$ cat config.mk
export PLATFORM = sky130hd
export DESIGN_NAME = sdio_init_seq_flat
export DESIGN_NICKNAME = d
export VERILOG_FILES = /design/src/rtl/sdio_init_pkg.sv /design/src/rtl/sdio_init_seq_if.sv /design/src/rtl/sdio_init_timer.sv /design/src/rtl/sdio_init_seq.sv /design/src/flat_wrapper.sv
export SDC_FILE = /design/constraint.sdc
export NUM_CORES = 1
export LEC_CHECK = 0
export BUFFER_PORTS_ARGS = -buffer_cell sky130_fd_sc_hd__buf_4
export CORE_ASPECT_RATIO = 1.5
export CORE_MARGIN = 2
export CORE_UTILIZATION = 34
export CTS_CLUSTER_DIAMETER = 60
export DETAILED_ROUTE_END_ITERATION = 6
export PLACE_DENSITY = 0.57
export SLEW_MARGIN = 20
export SYNTH_ARGS = -nofsm -noshare
export SYNTH_HDL_FRONTEND = slang
export SYNTH_HIERARCHICAL = 1
export SYNTH_SLANG_ARGS = --single-unit
$ cat constraint.sdc
create_clock -name i_clk -period 3.3 [get_ports i_clk]
set_clock_uncertainty 0.2 [all_clocks]
set_input_delay 0.165 -clock i_clk [delete_from_list [all_inputs] [get_ports i_clk]]
set_output_delay 0.165 -clock i_clk [all_outputs]
set_load 0.03 [all_outputs]
$ cat src/rtl/sdio_init_pkg.sv
// sdio_init_pkg: shared definitions for the SD card bring-up sequencer.
//   Command indices, response-type and error-code enums, CMD8 check pattern,
//   OCR voltage window and the ACMD41 argument builder.
package sdio_init_pkg;

    localparam logic [5:0] Cmd0   = 6'd0;
    localparam logic [5:0] Cmd2   = 6'd2;
    localparam logic [5:0] Cmd3   = 6'd3;
    localparam logic [5:0] Cmd7   = 6'd7;
    localparam logic [5:0] Cmd8   = 6'd8;
    localparam logic [5:0] Cmd55  = 6'd55;
    localparam logic [5:0] Acmd6  = 6'd6;
    localparam logic [5:0] Acmd41 = 6'd41;

    localparam logic [11:0] Cmd8Check = 12'h1AA;
    localparam logic [23:0] OcrWindow = 24'hFF8000;
    localparam logic [31:0] Cmd8Arg   = {20'h0, Cmd8Check};
    localparam logic [31:0] Acmd6Arg  = 32'h2;

    typedef enum logic [1:0] {
        RtNone = 2'd0,
        RtR1   = 2'd1,
        RtR2   = 2'd2,
        RtR3   = 2'd3
    } rtype_e;

    typedef enum logic [2:0] {
        ErrNone      = 3'd0,
        ErrCmd0Cmd2  = 3'd1,
        ErrAcmd41Tmo = 3'd2,
        ErrCmd8Echo  = 3'd3,
        ErrCmd3Cmd7  = 3'd4,
        ErrAcmd6     = 3'd5
    } err_e;

    // ACMD41 argument: HCS request in bit 30, voltage window in [23:0].
    function automatic logic [31:0] acmd41_arg(input logic hcs);
        return {1'b0, hcs, 6'h0, OcrWindow};
    endfunction

endpackage

$ cat src/rtl/sdio_init_seq_if.sv
// sdio_init_seq_if: command/response channel between the init sequencer and the
// host command engine.
//   cmd_valid/cmd_ready  command handshake (valid && ready = issued)
//   cmd_idx/arg/rtype    command fields, stable while cmd_valid is high
//   rsp_valid/err/data   one response per issued command
// Modports: master = sequencer side, slave = command engine side.
interface sdio_init_seq_if;
    import sdio_init_pkg::*;

    logic        cmd_valid;
    logic        cmd_ready;
    logic [5:0]  cmd_idx;
    logic [31:0] cmd_arg;
    rtype_e      cmd_rtype;
    logic        rsp_valid;
    logic        rsp_err;
    logic [31:0] rsp_data;

    modport master (
        output cmd_valid, cmd_idx, cmd_arg, cmd_rtype,
        input  cmd_ready, rsp_valid, rsp_err, rsp_data
    );

    modport slave (
        input  cmd_valid, cmd_idx, cmd_arg, cmd_rtype,
        output cmd_ready, rsp_valid, rsp_err, rsp_data
    );

endinterface

$ cat src/rtl/sdio_init_timer.sv
// sdio_init_timer: loadable down-counter used for the power-up and poll-gap waits.
//   i_clk, i_reset_n  clock, asynchronous active-low reset
//   i_load, i_value   load the counter with i_value
//   o_zero            counter has reached zero (it stops there, no wrap)
module sdio_init_timer #(
    parameter int unsigned WIDTH = 8
) (
    input  logic             i_clk,
    input  logic             i_reset_n,
    input  logic             i_load,
    input  logic [WIDTH-1:0] i_value,
    output logic             o_zero
);

    logic [WIDTH-1:0] cnt_q, cnt_d;

    always_comb begin
        cnt_d = cnt_q;
        if (i_load) begin
            cnt_d = i_value;
        end else if (cnt_q != '0) begin
            cnt_d = cnt_q - WIDTH'(1);
        end
    end

    always_ff @(posedge i_clk or negedge i_reset_n) begin
        if (!i_reset_n) begin
            cnt_q <= '0;
        end else begin
            cnt_q <= cnt_d;
        end
    end

    assign o_zero = (cnt_q == '0);

endmodule

$ cat src/rtl/sdio_init_seq.sv
// sdio_init_seq: host-side SD card bring-up sequencer.
//   Drives the command engine through CMD0, CMD8, (CMD55+ACMD41)*, CMD2, CMD3, CMD7
//   and, when SDIO_INIT_WIDE_EN is defined, CMD55+ACMD6 to switch to a 4-bit bus.
// Ports:
//   i_clk, i_reset_n      clock, asynchronous active-low reset
//   i_start, i_abort      begin init (ignored while busy) / abandon to IDLE
//   o_busy                sequence in progress
//   o_done, o_fail        one-cycle result pulses; o_err_code valid with o_fail
//   cmd_if                command/response channel (master side)
//   o_rca, o_ccs, o_wide  captured RCA, card capacity status, 4-bit bus active
// Build option: SDIO_INIT_WIDE_EN enables the ACMD6 bus-width step.
module sdio_init_seq
    import sdio_init_pkg::*;
#(
    parameter int unsigned PWRUP_CYCLES = 80,
    parameter int unsigned MAX_POLLS    = 1000,
    parameter int unsigned POLL_GAP     = 1024,
    parameter bit          OPT_HCS      = 1'b1
) (
    input  logic                   i_clk,
    input  logic                   i_reset_n,
    input  logic                   i_start,
    input  logic                   i_abort,
    output logic                   o_busy,
    output logic                   o_done,
    output logic                   o_fail,
    output logic [2:0]             o_err_code,
    sdio_init_seq_if.master        cmd_if,
    output logic [15:0]            o_rca,
    output logic                   o_ccs,
    output logic                   o_wide
);

    localparam int unsigned TimerMax = (PWRUP_CYCLES > POLL_GAP) ? PWRUP_CYCLES : POLL_GAP;
    localparam int unsigned TimerW   = (TimerMax < 1) ? 1 : $clog2(TimerMax + 1);
    localparam int unsigned PollW    = (MAX_POLLS < 1) ? 1 : $clog2(MAX_POLLS + 1);

    typedef enum logic [3:0] {
        StIdle, StPwrup, StCmd0, StCmd8, StA55, StA41, StGap,
        StCmd2, StCmd3, StCmd7, StW55, StAcmd6
    } state_e;

    state_e             state_q, state_d;
    logic               wait_q, wait_d;     // issued command awaiting its response
    logic [1:0]         drain_q, drain_d;   // responses still owed for abandoned commands
    logic               v2_q, v2_d;
    logic [PollW-1:0]   poll_q, poll_d;
    logic [1:0]         tries_q, tries_d;
    logic [15:0]        rca_q, rca_d;
    logic               ccs_q, ccs_d;
    err_e               err_q, err_d;
    logic               done_q, done_d;
    logic               fail_q, fail_d;

    logic               is_cmd;
    logic               cmd_valid;
    logic [5:0]         cmd_idx;
    logic [31:0]        cmd_arg;
    rtype_e             cmd_rtype;
    logic               cmd_accept;
    logic               rsp_stale;
    logic               rsp_take;
    logic               go_poll, go_fail, go_done;
    err_e               fail_code;
    logic               tmr_load, tmr_zero;
    logic [TimerW-1:0]  tmr_value;
    logic               unused_rsp;

    sdio_init_timer #(
        .WIDTH (TimerW)
    ) u_timer (
        .i_clk     (i_clk),
        .i_reset_n (i_reset_n),
        .i_load    (tmr_load),
        .i_value   (tmr_value),
        .o_zero    (tmr_zero)
    );

    // Command fields decode purely from the state so they hold until acceptance.
    always_comb begin
        is_cmd    = 1'b1;
        cmd_idx   = Cmd0;
        cmd_arg   = 32'h0;
        cmd_rtype = RtNone;
        case (state_q)
            StCmd0:  ;
            StCmd8:  begin cmd_idx = Cmd8;   cmd_arg = Cmd8Arg;            cmd_rtype = RtR1; end
            StA55:   begin cmd_idx = Cmd55;  cmd_arg = {rca_q, 16'h0};     cmd_rtype = RtR1; end
            StA41:   begin
                cmd_idx   = Acmd41;
                cmd_arg   = acmd41_arg(OPT_HCS && v2_q);
                cmd_rtype = RtR3;
            end
            StCmd2:  begin cmd_idx = Cmd2;                                 cmd_rtype = RtR2; end
            StCmd3:  begin cmd_idx = Cmd3;                                 cmd_rtype = RtR1; end
            StCmd7:  begin cmd_idx = Cmd7;   cmd_arg = {rca_q, 16'h0};     cmd_rtype = RtR1; end
`ifdef SDIO_INIT_WIDE_EN
            StW55:   begin cmd_idx = Cmd55;  cmd_arg = {rca_q, 16'h0};     cmd_rtype = RtR1; end
            StAcmd6: begin cmd_idx = Acmd6;  cmd_arg = Acmd6Arg;           cmd_rtype = RtR1; end
`endif
            default: is_cmd = 1'b0;
        endcase
    end

    assign cmd_valid  = is_cmd && !wait_q;
    assign cmd_accept = cmd_valid && cmd_if.cmd_ready;
    // Responses are strictly ordered, so owed responses of abandoned commands come first.
    assign rsp_stale  = cmd_if.rsp_valid && (drain_q != 2'd0);
    assign rsp_take   = cmd_if.rsp_valid && (drain_q == 2'd0) && wait_q;

`ifdef SDIO_INIT_WIDE_EN
    logic wide_q, wide_d;
`endif

    always_comb begin
        state_d   = state_q;
        wait_d    = wait_q;
        drain_d   = drain_q;
        v2_d      = v2_q;
        poll_d    = poll_q;
        tries_d   = tries_q;
        rca_d     = rca_q;
        ccs_d     = ccs_q;
        err_d     = err_q;
        done_d    = 1'b0;
        fail_d    = 1'b0;
        tmr_load  = 1'b0;
        tmr_value = TimerW'(PWRUP_CYCLES);
        go_poll   = 1'b0;
        go_fail   = 1'b0;
        go_done   = 1'b0;
        fail_code = ErrNone;
`ifdef SDIO_INIT_WIDE_EN
        wide_d    = wide_q;
`endif
        if (rsp_stale) begin
            drain_d = drain_q - 2'd1;
        end

        if (i_abort) begin
            state_d = StIdle;
            wait_d  = 1'b0;
            if ((wait_q && !rsp_take) || cmd_accept) begin
                drain_d = drain_d + 2'd1;
            end
        end else begin
            if (cmd_accept) wait_d = 1'b1;
            if (rsp_take)   wait_d = 1'b0;

            case (state_q)
                StIdle: begin
                    if (i_start) begin
                        state_d  = StPwrup;
                        tmr_load = 1'b1;
                        v2_d     = 1'b0;
                        poll_d   = '0;
                        tries_d  = 2'd0;
                        rca_d    = 16'h0;
                        ccs_d    = 1'b0;
                        err_d    = ErrNone;
`ifdef SDIO_INIT_WIDE_EN
                        wide_d   = 1'b0;
`endif
                    end
                end
                StPwrup: if (tmr_zero) state_d = StCmd0;
                StGap:   if (tmr_zero) state_d = StA55;
                StCmd0: if (rsp_take) begin
                    if (cmd_if.rsp_err) begin go_fail = 1'b1; fail_code = ErrCmd0Cmd2; end
                    else                       state_d = StCmd8;
                end
                StCmd8: if (rsp_take) begin
                    if (cmd_if.rsp_err) begin
                        v2_d    = 1'b0;      // no CMD8 response: v1 card
                        state_d = StA55;
                    end else if (cmd_if.rsp_data[11:0] != Cmd8Check) begin
                        go_fail   = 1'b1;
                        fail_code = ErrCmd8Echo;
                    end else begin
                        v2_d    = 1'b1;
                        state_d = StA55;
                    end
                end
                StA55: if (rsp_take) begin
                    if (cmd_if.rsp_err) go_poll = 1'b1;
                    else                state_d = StA41;
                end
                StA41: if (rsp_take) begin
                    if (cmd_if.rsp_err || !cmd_if.rsp_data[31]) begin
                        go_poll = 1'b1;
                    end else begin
                        ccs_d   = cmd_if.rsp_data[30];
                        state_d = StCmd2;
                    end
                end
                StCmd2: if (rsp_take) begin
                    if (cmd_if.rsp_err) begin go_fail = 1'b1; fail_code = ErrCmd0Cmd2; end
                    else                       state_d = StCmd3;
                end
                StCmd3: if (rsp_take) begin
                    if (cmd_if.rsp_err) begin
                        go_fail   = 1'b1;
                        fail_code = ErrCmd3Cmd7;
                    end else begin
                        rca_d = cmd_if.rsp_data[31:16];
                        if (cmd_if.rsp_data[31:16] != 16'h0) begin
                            state_d = StCmd7;
                        end else if (tries_q == 2'd2) begin
                            go_fail   = 1'b1;
                            fail_code = ErrCmd3Cmd7;
                        end else begin
                            tries_d = tries_q + 2'd1;   // stay: CMD3 is reissued
                        end
                    end
                end
                StCmd7: if (rsp_take) begin
                    if (cmd_if.rsp_err) begin
                        go_fail   = 1'b1;
                        fail_code = ErrCmd3Cmd7;
                    end else begin
`ifdef SDIO_INIT_WIDE_EN
                        state_d = StW55;
`else
                        go_done = 1'b1;
`endif
                    end
                end
`ifdef SDIO_INIT_WIDE_EN
                StW55: if (rsp_take) begin
                    if (cmd_if.rsp_err) begin go_fail = 1'b1; fail_code = ErrAcmd6; end
                    else                       state_d = StAcmd6;
                end
                StAcmd6: if (rsp_take) begin
                    if (cmd_if.rsp_err) begin
                        go_fail   = 1'b1;
                        fail_code = ErrAcmd6;
                    end else begin
                        wide_d  = 1'b1;
                        go_done = 1'b1;
                    end
                end
`endif
                default: state_d = StIdle;
            endcase

            // A failed ACMD41 round (busy or any error) counts as one poll.
            if (go_poll) begin
                if ((32'(poll_q) + 32'd1) >= MAX_POLLS) begin
                    go_fail   = 1'b1;
                    fail_code = ErrAcmd41Tmo;
                end else begin
                    poll_d    = poll_q + PollW'(1);
                    state_d   = StGap;
                    tmr_load  = 1'b1;
                    tmr_value = TimerW'(POLL_GAP);
                end
            end
            if (go_fail) begin
                fail_d  = 1'b1;
                err_d   = fail_code;
                state_d = StIdle;
            end
            if (go_done) begin
                done_d  = 1'b1;
                state_d = StIdle;
            end
        end
    end

    always_ff @(posedge i_clk or negedge i_reset_n) begin
        if (!i_reset_n) begin
            state_q <= StIdle;
            wait_q  <= 1'b0;
            drain_q <= 2'd0;
            v2_q    <= 1'b0;
            poll_q  <= '0;
            tries_q <= 2'd0;
            rca_q   <= 16'h0;
            ccs_q   <= 1'b0;
            err_q   <= ErrNone;
            done_q  <= 1'b0;
            fail_q  <= 1'b0;
        end else begin
            state_q <= state_d;
            wait_q  <= wait_d;
            drain_q <= drain_d;
            v2_q    <= v2_d;
            poll_q  <= poll_d;
            tries_q <= tries_d;
            rca_q   <= rca_d;
            ccs_q   <= ccs_d;
            err_q   <= err_d;
            done_q  <= done_d;
            fail_q  <= fail_d;
        end
    end

`ifdef SDIO_INIT_WIDE_EN
    always_ff @(posedge i_clk or negedge i_reset_n) begin
        if (!i_reset_n) wide_q <= 1'b0;
        else            wide_q <= wide_d;
    end
    assign o_wide = wide_q;
`else
    assign o_wide = 1'b0;
`endif

    assign cmd_if.cmd_valid = cmd_valid;
    assign cmd_if.cmd_idx   = cmd_idx;
    assign cmd_if.cmd_arg   = cmd_arg;
    assign cmd_if.cmd_rtype = cmd_rtype;

    assign o_busy     = (state_q != StIdle);
    assign o_done     = done_q;
    assign o_fail     = fail_q;
    assign o_err_code = err_q;
    assign o_rca      = rca_q;
    assign o_ccs      = ccs_q;

    assign unused_rsp = ^cmd_if.rsp_data[15:12];

endmodule
$ cat src/flat_wrapper.sv
// flat-port wrapper written by rule: the top's interface ports become plain ports
module sdio_init_seq_flat import sdio_init_pkg::*;
#(
    parameter int unsigned PWRUP_CYCLES = 80,
    parameter int unsigned MAX_POLLS    = 1000,
    parameter int unsigned POLL_GAP     = 1024,
    parameter bit          OPT_HCS      = 1'b1
)
  (i_clk, i_reset_n, i_start, i_abort, o_busy, o_done, o_fail, o_err_code, o_rca, o_ccs, o_wide, cmd_if_cmd_valid, cmd_if_cmd_idx, cmd_if_cmd_arg, cmd_if_cmd_rtype, cmd_if_cmd_ready, cmd_if_rsp_valid, cmd_if_rsp_err, cmd_if_rsp_data);
  sdio_init_seq_if cmd_if_i ();
  input  logic i_clk;
  input  logic i_reset_n;
  input  logic i_start;
  input  logic i_abort;
  output logic o_busy;
  output logic o_done;
  output logic o_fail;
  output logic [2:0] o_err_code;
  output logic [15:0] o_rca;
  output logic o_ccs;
  output logic o_wide;
  output wire logic [$bits(cmd_if_i.cmd_valid)-1:0] cmd_if_cmd_valid;
  output wire logic [$bits(cmd_if_i.cmd_idx)-1:0] cmd_if_cmd_idx;
  output wire logic [$bits(cmd_if_i.cmd_arg)-1:0] cmd_if_cmd_arg;
  output wire logic [$bits(cmd_if_i.cmd_rtype)-1:0] cmd_if_cmd_rtype;
  input wire logic [$bits(cmd_if_i.cmd_ready)-1:0] cmd_if_cmd_ready;
  input wire logic [$bits(cmd_if_i.rsp_valid)-1:0] cmd_if_rsp_valid;
  input wire logic [$bits(cmd_if_i.rsp_err)-1:0] cmd_if_rsp_err;
  input wire logic [$bits(cmd_if_i.rsp_data)-1:0] cmd_if_rsp_data;
  assign cmd_if_cmd_valid = cmd_if_i.cmd_valid;
  assign cmd_if_cmd_idx = cmd_if_i.cmd_idx;
  assign cmd_if_cmd_arg = cmd_if_i.cmd_arg;
  assign cmd_if_cmd_rtype = cmd_if_i.cmd_rtype;
  assign cmd_if_i.cmd_ready = cmd_if_cmd_ready;
  assign cmd_if_i.rsp_valid = cmd_if_rsp_valid;
  assign cmd_if_i.rsp_err = cmd_if_rsp_err;
  assign cmd_if_i.rsp_data = cmd_if_rsp_data;
  sdio_init_seq #(.PWRUP_CYCLES(PWRUP_CYCLES), .MAX_POLLS(MAX_POLLS), .POLL_GAP(POLL_GAP), .OPT_HCS(OPT_HCS)) u_core (.i_clk(i_clk), .i_reset_n(i_reset_n), .i_start(i_start), .i_abort(i_abort), .o_busy(o_busy), .o_done(o_done), .o_fail(o_fail), .o_err_code(o_err_code), .cmd_if(cmd_if_i), .o_rca(o_rca), .o_ccs(o_ccs), .o_wide(o_wide));
endmodule
==> impl_metrics.csv, run 1 <==
group,metric,value,unit
logic_synthesis,synth-main-ff-cell,"dfrtp_1",
critical_path,critPathBufInv,1,
sta,slew_headroom,53.99,%
critical_path,crit_fanout,13,
sta,rsz0062_at_grt,"false",
critical_path,crit_start,"u_core/poll_q[0]",
power,internal-power,1.194,mW
die,chipWidth,86.62,um
grt,grt_pass1_vias,3200,
critical_path,critPathSlowestCell,"dfrtp_1",
place,placed_area,4202,um^2
final_layout,post-route-util,45.01,%
critical_path,criticalPathCategory,"reg2reg",
min_path,min-delay-start,"cmd_if_rsp_err",
grt,grt_pass1_wl,15340,um
routing,vias_per_cell,5.350,
final_layout,final_cells,603,
routing,wirelength,9396,um
final_layout,fill_cells,998,
critical_path,crit_arrival,2.77,ns
clock_network,cts_buffers,5,
critical_path,cpPeakStageDelay,0.47,ns
clock_network,cts.clk_slew.worst_paths,0.07,ns
logic_synthesis,synth_edf_count,0,
power,p_per_area,377.9,nW/um^2
min_path,hp-class,"in2reg",
logic_synthesis,yosysSeqAreaShare,38.10,%
logic_synthesis,synth_top_cell_area_share,38.10,%
clock_network,post_cts.resized_instances,0,
clock_network,cts_tree,"done",
clock_network,cts_htree_levels,2,
power,p_sw_share,29.98,%
final_layout,final_nets,528,
min_path,hold_depth,3,
logic_synthesis,synth.area.top_cells,"dfrtp_1 38%, a22o_1 4.8%, nand2_1 3.5%, buf_4 3.2%, o21ai_0 2.7%",
grt,antenna_found_initial,0,
die,start_util,34.73,%
logic_synthesis,yosysWarnings,6,
status,status,"completed",
clock_network,ctsLongestPathBuffers,2,
final_layout,fin_area,4511,um^2
grt,grt_usage,17.26,%
clock_network,cts.sinks,53,
sta,slew_viol_final,0,
logic_synthesis,ys_seq_elements,53,
logic_synthesis,yosysTopAreaCell,"dfrtp_1",
critical_path,crit_chain,"ha_1, xor2_1, o311a_1, o221a_1, a211o_2, o21ai_4, buf_4, a311oi_1, a21oi_1",
grt,grt_max_degree,54,
logic_synthesis,synth.avg_cell_area,9.088,um^2
routing,postRouteAntennaNets,0,
place,io_buffer_count,88,
critical_path,worst_setup_path_start_kind,"register",
power,pwr-share-seq,47.1,%
power,vdd_drop_max,184.1,uV
die,io-pin-count,104,
routing,wl_per_cell,15.58,um
sta,setup_ws,0.5441,ns
critical_path,crit_family,"compound AO/OA/AOI/OAI gates",
logic_synthesis,syn_area,3481,um^2
critical_path,crit_path_end_kind,"register",
place,post-place-cells,578,
sta,hold_viol,0,
clock_network,root_buffer,"clkbuf_16",
routing,drt_iter0_drc,202,
place,gp_congestion,0.8586,
sta,setup_violations,0,
power,clkPwrFrac,29.7,%
place,dpl_worst_slack,0.5530,ns
logic_synthesis,yosys-top-cells-count,"53 x dfrtp_1, 32 x nand2_1, 19 x a22o_1, 19 x o21ai_0",
final_layout,area.growth.synth_to_final,29.58,%
sta,period_needed,2.756,ns
routing,drt_pre_antenna_iters,4,
grt,grt.overflow.total,0,
logic_synthesis,syn_inst,383,
power,combPwrFrac,23.2,%
power,switching_power,0.5111,mW
critical_path,r2r_cells,9,
final_layout,layout-drive-gt1-share,26.95,%
die,dieHeight,127.9,um
routing,vias,3226,
die,die_area,11080,um^2
logic_synthesis,synth_most_common_cell,"dfrtp_1",
critical_path,cp.depth,9,
job,drv_cap,0,
routing,remaining_drc_errors,0,
die,fp-row-count,45,
power,p_leak,2.041,nW
sta,setup_tns,0,ns
final_layout,diodes,0,
place,dpl.hpwl,7034,um
power,fin_total_pwr,1.705,mW
logic_synthesis,synthArstFlopShare,100.0,%
sta,hold_slack,0.05462,ns
critical_path,r2r-start,"u_core/poll_q[0]",
die,core,10020,um^2
sta,tightest_slew,0.6830,ns
logic_synthesis,ys_types,66,
sta,fmax,362.9,MHz
sta,period_share,83.51,%
critical_path,cp.required,3.31,ns
clock_network,clk_latency,0.29,ns
==> registers in the layout, summed over array words and instances, names as in the netlist <==
signal	flops
u_core/poll_q	10
u_core/o_ccs	1
u_core/tries_q	2
u_core/o_err_code	3
u_core/o_rca	16
u_core/drain_q	2
u_core/v2_q	1
u_core/wait_q	1
u_core/o_done	1
u_core/o_fail	1
u_core/state_q	4
u_core/u_timer/cnt_q	11
==> worst paths after layout <==
| path | end | slack, ns |
|---|---|---|
| setup / recovery | u_core/u_timer/cnt_q[4] | 0.54 |
| hold reg to reg | u_core/tries_q[0] | 0.30 |
| max in group asynchronous | u_core/u_timer/cnt_q[5] | 2.17 |
| hold / removal | u_core/v2_q | 0.05 |
| min in group asynchronous | u_core/poll_q[6] | 0.27 |
| setup reg to reg | u_core/u_timer/cnt_q[4] | 0.54 |
==> worst reg2reg max path, delay by kind of cell (launching register included) <==
kind / cells / cell delay (ns)
buffers and inverters: 1 / 0.26
flip-flops: 1 / 0.47
XOR/XNOR: 1 / 0.19
adder cells (fa/ha/maj): 1 / 0.32
AO/OA/AOI/OAI: 6 / 1.25
==> layout by cell type, fill, tap and decap left out, types with 12 or more instances in the layout <==
master	count
dfrtp_1	53
buf_4	97
o21ai_0	19
a22o_1	19
inv_1	18
o21a_1	12
nor2_1	18
conb_1	19
nand2_1	32
a21oi_1	16
dlygate4sd3_1	17
==> layout make-up <==
type                       instances  area, um^2  share of cell area [%]
inverter                          19       71.32                   1.581
clock buffer                       6       128.9                   2.857
clock inverter                     2       10.01                  0.2219
multi-input combinational        292        1929                   42.77
tap                              117       146.4                   3.245
timing repair buffer             114       898.4                   19.92
sequential                        53        1326                   29.40
==> power by group through the flow <==
stage	clock, mW	combinational [mW]	sequential (mW)
2_1_floorplan	0	0.280	0.806
3_3_place_gp	0	0.372	0.810
3_5_place_dp	0	0.384	0.814
4_1_cts	0.523	0.399	0.803
5_1_grt	0.545	0.442	0.814
6_report	0.506	0.396	0.803
==> layer usage <==
layer / global-route usage, % / wire length, um / up-vias
met1: 19.33 / 3696 / 1532
met5: 0 / 0 / -
met4: 6.250 / 253 / 0
met2: 31.36 / 4933 / 102
met3: 3.928 / 513 / 17
li1: - / - / 1575
==> cells by family (layout without fill, tap and decap cells) <==
logic type                 count (synthesis)  count (layout)  share of synthesized area, %
adders and majority gates                  4               4                         1.438
xor gates and xnor gates                  14              14                         3.522
muxes                                      8               8                         2.588
other                                      1              19                        0.1077
and+or+nand+nor                          133             133                         21.68
DFF                                       53              53                         38.10
AOI/OAI and AO/OA                        114             114                         24.16
buffers and inverters                     56             141                         8.411
==> timing repair <==
action	CTS	global route
hold endpoints to repair	70	0
setup buffers	0	0
hold buffers	17	0
(Power assumes the default switching activity.)
==> run 2: changes to the inputs <==
- clock period: 3.3 -> 2.9 ns (I/O delays scaled with it)
==> run 2 against run 1 <==
Via count grew 2.4%; sequential share of layout area down 0.69 points; die area is the same; global-route usage is 0.98 points higher; total power is 21% higher; largest cell class unchanged; largest power group unchanged; highest routed layer unchanged.
==> impl_metrics.csv, run 2 (synthesis results as in run 1) <==
group,metric,value,unit
die,start_util,34.73,%
routing,vias,3302,
power,clkPwrFrac,33.7,%
critical_path,criticalPathCategory,"reg2out",
routing,postRouteAntennaNets,0,
sta,slew_headroom,47.00,%
final_layout,post-route-util,46.09,%
power,combPwrFrac,22.2,%
die,dieHeight,127.9,um
final_layout,area.growth.synth_to_final,32.71,%
min_path,hp-class,"in2reg",
clock_network,cts_buffers,5,
sta,setup_violations,0,
sta,hold_viol,0,
critical_path,r2r_cells,8,
power,p_leak,2.103,nW
critical_path,cpPeakStageDelay,0.64,ns
power,pwr-share-seq,44.0,%
critical_path,path_common_cell,"buf_4",
final_layout,layout_common_cells,"107 x buf_4, 53 x dfrtp_1, 32 x nand2_1",
routing,wirelength,9618,um
routing,wl_per_cell,15.69,um
clock_network,cts_tree,"done",
routing,drt_iter0_drc,80,
routing,drt_pre_antenna_iters,4,
clock_network,cts_htree_levels,2,
final_layout,diodes,0,
critical_path,crit_path_end_kind,"primary output",
status,status,"completed",
final_layout,final_nets,538,
final_layout,final_cells,613,
sta,setup_tns,0,ns
clock_network,post_cts.resized_instances,0,
sta,fmax,375.8,MHz
die,core,10020,um^2
die,die_area,11080,um^2
min_path,min_to,"u_core/v2_q",
place,gp_congestion,0.8573,
power,switching_power,0.5885,mW
grt,grt_pass1_wl,16080,um
critical_path,crit_chain,"buf_4, nor2b_1, nand2_1, a21oi_1, and2_1, buf_4",
min_path,min-delay-start,"cmd_if_rsp_err",
die,fp-row-count,45,
grt,grt_pass1_vias,3465,
critical_path,r2r_end,"u_core/u_timer/cnt_q[8]",
critical_path,worst_setup_path_start_kind,"register",
critical_path,r2r_slack,0.28,ns
min_path,hold_depth,3,
final_layout,layout_commonest_cell,"buf_4",
sta,rsz0062_at_grt,"false",
die,chipWidth,86.62,um
grt,grt.overflow.total,0,
clock_network,clk_latency,0.30,ns
final_layout,fill_cells,1005,
clock_network,root_buffer,"clkbuf_16",
routing,remaining_drc_errors,0,
final_layout,largest_reg_flops,16,
clock_network,ctsLongestPathBuffers,2,
grt,antenna_found_initial,0,
power,vdd_drop_max,225.7,uV
power,p_per_area,446.9,nW/um^2
final_layout,layout-drive-gt1-share,28.43,%
clock_network,cts.sinks,53,
sta,period_share,91.75,%
critical_path,r2r-start,"u_core/poll_q[0]",
sta,slew_viol_final,0,
clock_network,cts.clk_slew.worst_paths,0.07,ns
place,io_buffer_count,88,
critical_path,crit_arrival,2.32,ns
place,post-place-cells,588,
critical_path,critPathBufInv,2,
sta,period_needed,2.661,ns
critical_path,crit_start,"u_core/state_q[3]",
grt,grt_usage,18.23,%
sta,tightest_slew,0.7950,ns
critical_path,crit_fanout,13,
power,p_sw_share,28.50,%
job,drv_cap,0,
critical_path,cp.depth,6,
power,internal-power,1.476,mW
routing,vias_per_cell,5.387,
place,dpl.hpwl,7331,um
critical_path,cp.required,2.56,ns
die,io-pin-count,104,
grt,grt_max_degree,54,
critical_path,crit_family,"compound AO/OA/AOI/OAI gates",
critical_path,critPathSlowestCell,"a21oi_1",
==> run 2: cell types whose count changed in the layout (fill, tap and decap cells not counted) <==
cell / before / now
clkbuf_8: 0 / 1
clkinv_2: 2 / 0
bufinv_16: 0 / 1
buf_4: 97 / 107
==> run 2: cell type report <==
| cell class | count | area (um^2) | area share [%] |
|---|---|---|---|
| Multi-Input combinational cell | 292 | 1929 | 41.77 |
| Sequential cell | 53 | 1326 | 28.71 |
| Timing Repair Buffer | 124 | 973.4 | 21.07 |
| Tap cell | 117 | 146.4 | 3.169 |
| Clock buffer | 7 | 142.6 | 3.088 |
| Inverter | 19 | 71.32 | 1.544 |
| Clock inverter | 1 | 30.03 | 0.6501 |
==> run 2: worst max-delay path by stage <==
stage                                     to  slack, ns
finish                    cmd_if_cmd_arg[24]       0.24
global route         u_core/u_timer/cnt_q[4]        0.1
CTS                       cmd_if_cmd_arg[24]       0.25
detailed placement   u_core/u_timer/cnt_q[8]       0.28
global placement     u_core/u_timer/cnt_q[8]       0.31
floorplan           u_core/u_timer/cnt_q[10]       0.02
==> run 2: timing repair <==
| item | 4_1_cts | 5_1_grt |
|---|---|---|
| hold endpoints to repair | 70 | 0 |
| hold buffers | 17 | 0 |
| buffers inserted | 0 | 0 |
| endpoints found under the setup margin | 0 | 0 |
==> run 2: layer usage <==
metal	track usage, %	part of all wire [%]
met5	0	0
met1	20.00	39
met2	32.94	53
met4	7.813	2.8
met3	4.250	5.5
==> run 2: power by group through the flow <==
stage	registers (mW)	logic (mW)	clock network, mW
CTS	0.910	0.463	0.721
finish	0.909	0.459	0.697
global placement	0.922	0.432	0
detailed placement	0.924	0.443	0
floorplan	0.917	0.319	0
global route	0.925	0.509	0.743
==> run 2: metrics by stage <==
step	setup slack, ns	power, mW	instance area, um^2	hold slack (ns)
2_1_floorplan	0.01885	1.236	3548	-0.3506
6_report	0.2391	2.064	4619	0.01933
5_1_grt	0.09511	2.177	4619	0.03332
4_1_cts	0.2500	2.094	4619	0.01159
3_3_place_gp	0.3105	1.354	4277	0.04594
3_5_place_dp	0.2757	1.367	4277	0.05594
==> run 2: worst min-delay path, stage by stage <==
cell and delay (ns):
buf_4 0.13, o31a_1 0.13, o21ai_0 0.06
==> run 3: changes to the inputs <==
- CAP_MARGIN: unset -> 20
- clock period: 2.9 -> 2.61 ns (I/O delays scaled with it)
==> run 3 against run 2 <==
Via count up 1.8%; non-clock buffer count up 20; first-iteration DRC count up 78%; clock power down 5.3%; register-to-register slack worse by 0.25 ns; global-route usage up 0.26 points; die area unchanged; combinational power up 18%; core utilization up 1.6 points; hold slack worse by 0.0098 ns; cell area up 3.5%; largest power group unchanged.
==> impl_metrics.csv, run 3 (synthesis results as in run 1) <==
group,metric,value,unit
status,status,"completed",
routing,vias_per_cell,5.310,
sta,setup_ws,0.02920,ns
critical_path,critPathSlowestCell,"dfrtp_1",
clock_network,clk_latency,0.30,ns
critical_path,crit_fanout,7,
final_layout,final_nets,558,
sta,tightest_slew,0.7044,ns
min_path,min-delay-start,"cmd_if_rsp_valid",
routing,wl_per_cell,15.95,um
die,io-pin-count,104,
final_layout,area.growth.synth_to_final,37.42,%
routing,drt_iter0_drc,142,
final_layout,largest_reg_flops,16,
die,chipWidth,86.62,um
critical_path,crit_chain,"ha_4, xor2_1, o311a_1, o221a_1, a211o_2, o21ai_4, buf_6, mux2_4",
min_path,hp-class,"in2reg",
routing,drt_pre_antenna_iters,4,
clock_network,ctsLongestPathBuffers,2,
power,p_per_area,463.4,nW/um^2
place,dpl_worst_slack,0.04827,ns
final_layout,multi_input_area,1956,um^2
place,dpl.hpwl,7558,um
grt,grt_usage,18.50,%
place,gp_congestion,0.9459,
final_layout,final-seq-area,1328,um^2
sta,period_share,98.88,%
sta,period_needed,2.581,ns
power,p_leak,2.197,nW
clock_network,root_buffer,"clkbuf_16",
die,start_util,34.73,%
die,core,10020,um^2
critical_path,cp.required,2.59,ns
critical_path,worst_setup_path_start_kind,"register",
routing,postRouteAntennaNets,0,
final_layout,layout_common_cells,"125 x buf_4, 52 x dfrtp_1, 32 x nand2_1",
final_layout,layout_commonest_cell,"buf_4",
routing,wirelength,10100,um
place,io_buffer_count,88,
critical_path,r2r-start,"u_core/poll_q[0]",
critical_path,crit_family,"compound AO/OA/AOI/OAI gates",
grt,antenna_found_initial,0,
sta,setup_violations,0,
grt,grt_pass1_wl,16390,um
critical_path,crit_arrival,2.56,ns
min_path,min_to,"u_core/drain_q[1]",
clock_network,cts_buffers,5,
critical_path,r2r_slack,0.03,ns
critical_path,r2r_end,"u_core/u_timer/cnt_q[6]",
clock_network,cts.clk_slew.worst_paths,0.07,ns
die,die_area,11080,um^2
critical_path,criticalPathCategory,"reg2reg",
sta,rsz0062_at_grt,"true",
sta,hold_viol,0,
power,vdd_drop_max,276.1,uV
clock_network,cts_htree_levels,2,
min_path,hold_depth,4,
final_layout,layout-drive-gt1-share,32.17,%
die,dieHeight,127.9,um
clock_network,cts_tree,"done",
job,drv_cap,0,
routing,vias,3361,
grt,grt_pass1_vias,3458,
sta,slew_viol_final,0,
die,fp-row-count,45,
critical_path,crit_path_end_kind,"register",
critical_path,r2r_cells,8,
final_layout,fin_area,4783,um^2
routing,remaining_drc_errors,0,
sta,slew_headroom,53.04,%
critical_path,cpPeakStageDelay,0.41,ns
sta,setup_tns,0,ns
clock_network,cts.sinks,53,
place,placed_area,4412,um^2
grt,grt.overflow.total,0,
grt,grt_max_degree,54,
sta,hold_slack,0.009545,ns
critical_path,critPathBufInv,1,
sta,fmax,387.5,MHz
final_layout,diodes,0,
final_layout,fill_cells,972,
[run 3: worst min-delay path: stages]
cell      delay, ns
buf_4          0.11
nand2b_1       0.10
nand2_1        0.06
o21ai_0        0.06
[run 3: metal layers]
| metal | track usage, % | wire length (um) | part of all wire, % |
|---|---|---|---|
| met5 | 0 | 0 | 0 |
| met2 | 35.29 | 5591 | 55 |
| met1 | 19.23 | 3764 | 37 |
| met3 | 2.769 | 392 | 3.9 |
| met4 | 8.732 | 348 | 3.4 |
[run 3: cell type report]
cell class | count | share of cell area, %
multi-input combinational | 292 | 40.88
tap | 117 | 3.060
clock inverter | 3 | 0.3662
sequential | 53 | 27.75
timing repair buffer | 144 | 23.83
inverter | 19 | 1.491
clock buffer | 5 | 2.616
[run 3: worst max path at each step]
stage | startpoint | end | slack (ns) | cells after the start
3_5_place_dp | u_core/poll_q[0] | u_core/u_timer/cnt_q[5] | 0.05 | 9
2_1_floorplan | u_core/poll_q[1] | u_core/u_timer/cnt_q[6] | -0.009 | 9
5_1_grt | u_core/poll_q[0] | u_core/u_timer/cnt_q[6] | -0.06 | 8
3_3_place_gp | u_core/poll_q[1] | u_core/u_timer/cnt_q[5] | 0.07 | 9
6_report | u_core/poll_q[0] | u_core/u_timer/cnt_q[6] | 0.03 | 8
4_1_cts | u_core/poll_q[0] | u_core/u_timer/cnt_q[5] | 0.03 | 9
[run 3: metrics by stage]
step	util (%)	total power [mW]	instances
after floorplan	-	1.378	401
after global placement	44.02	1.525	602
after detailed placement	44.02	1.540	602
after CTS	47.14	2.237	627
after global routing	47.73	2.342	633
final	47.73	2.216	633
[run 3: timing repair]
action	CTS	global route
buffers inserted	0	6
endpoints found under the setup margin	0	4
endpoints found under the hold margin	70	0
hold buffers	17	0
resized for setup	0	4
[run 3: report_power, final]
part / internal [mW] / switching (mW) / total, mW
Clock: 0.353 / 0.307 / 0.660
Sequential: 0.903 / 0.113 / 1.02
Combinational: 0.282 / 0.258 / 0.541
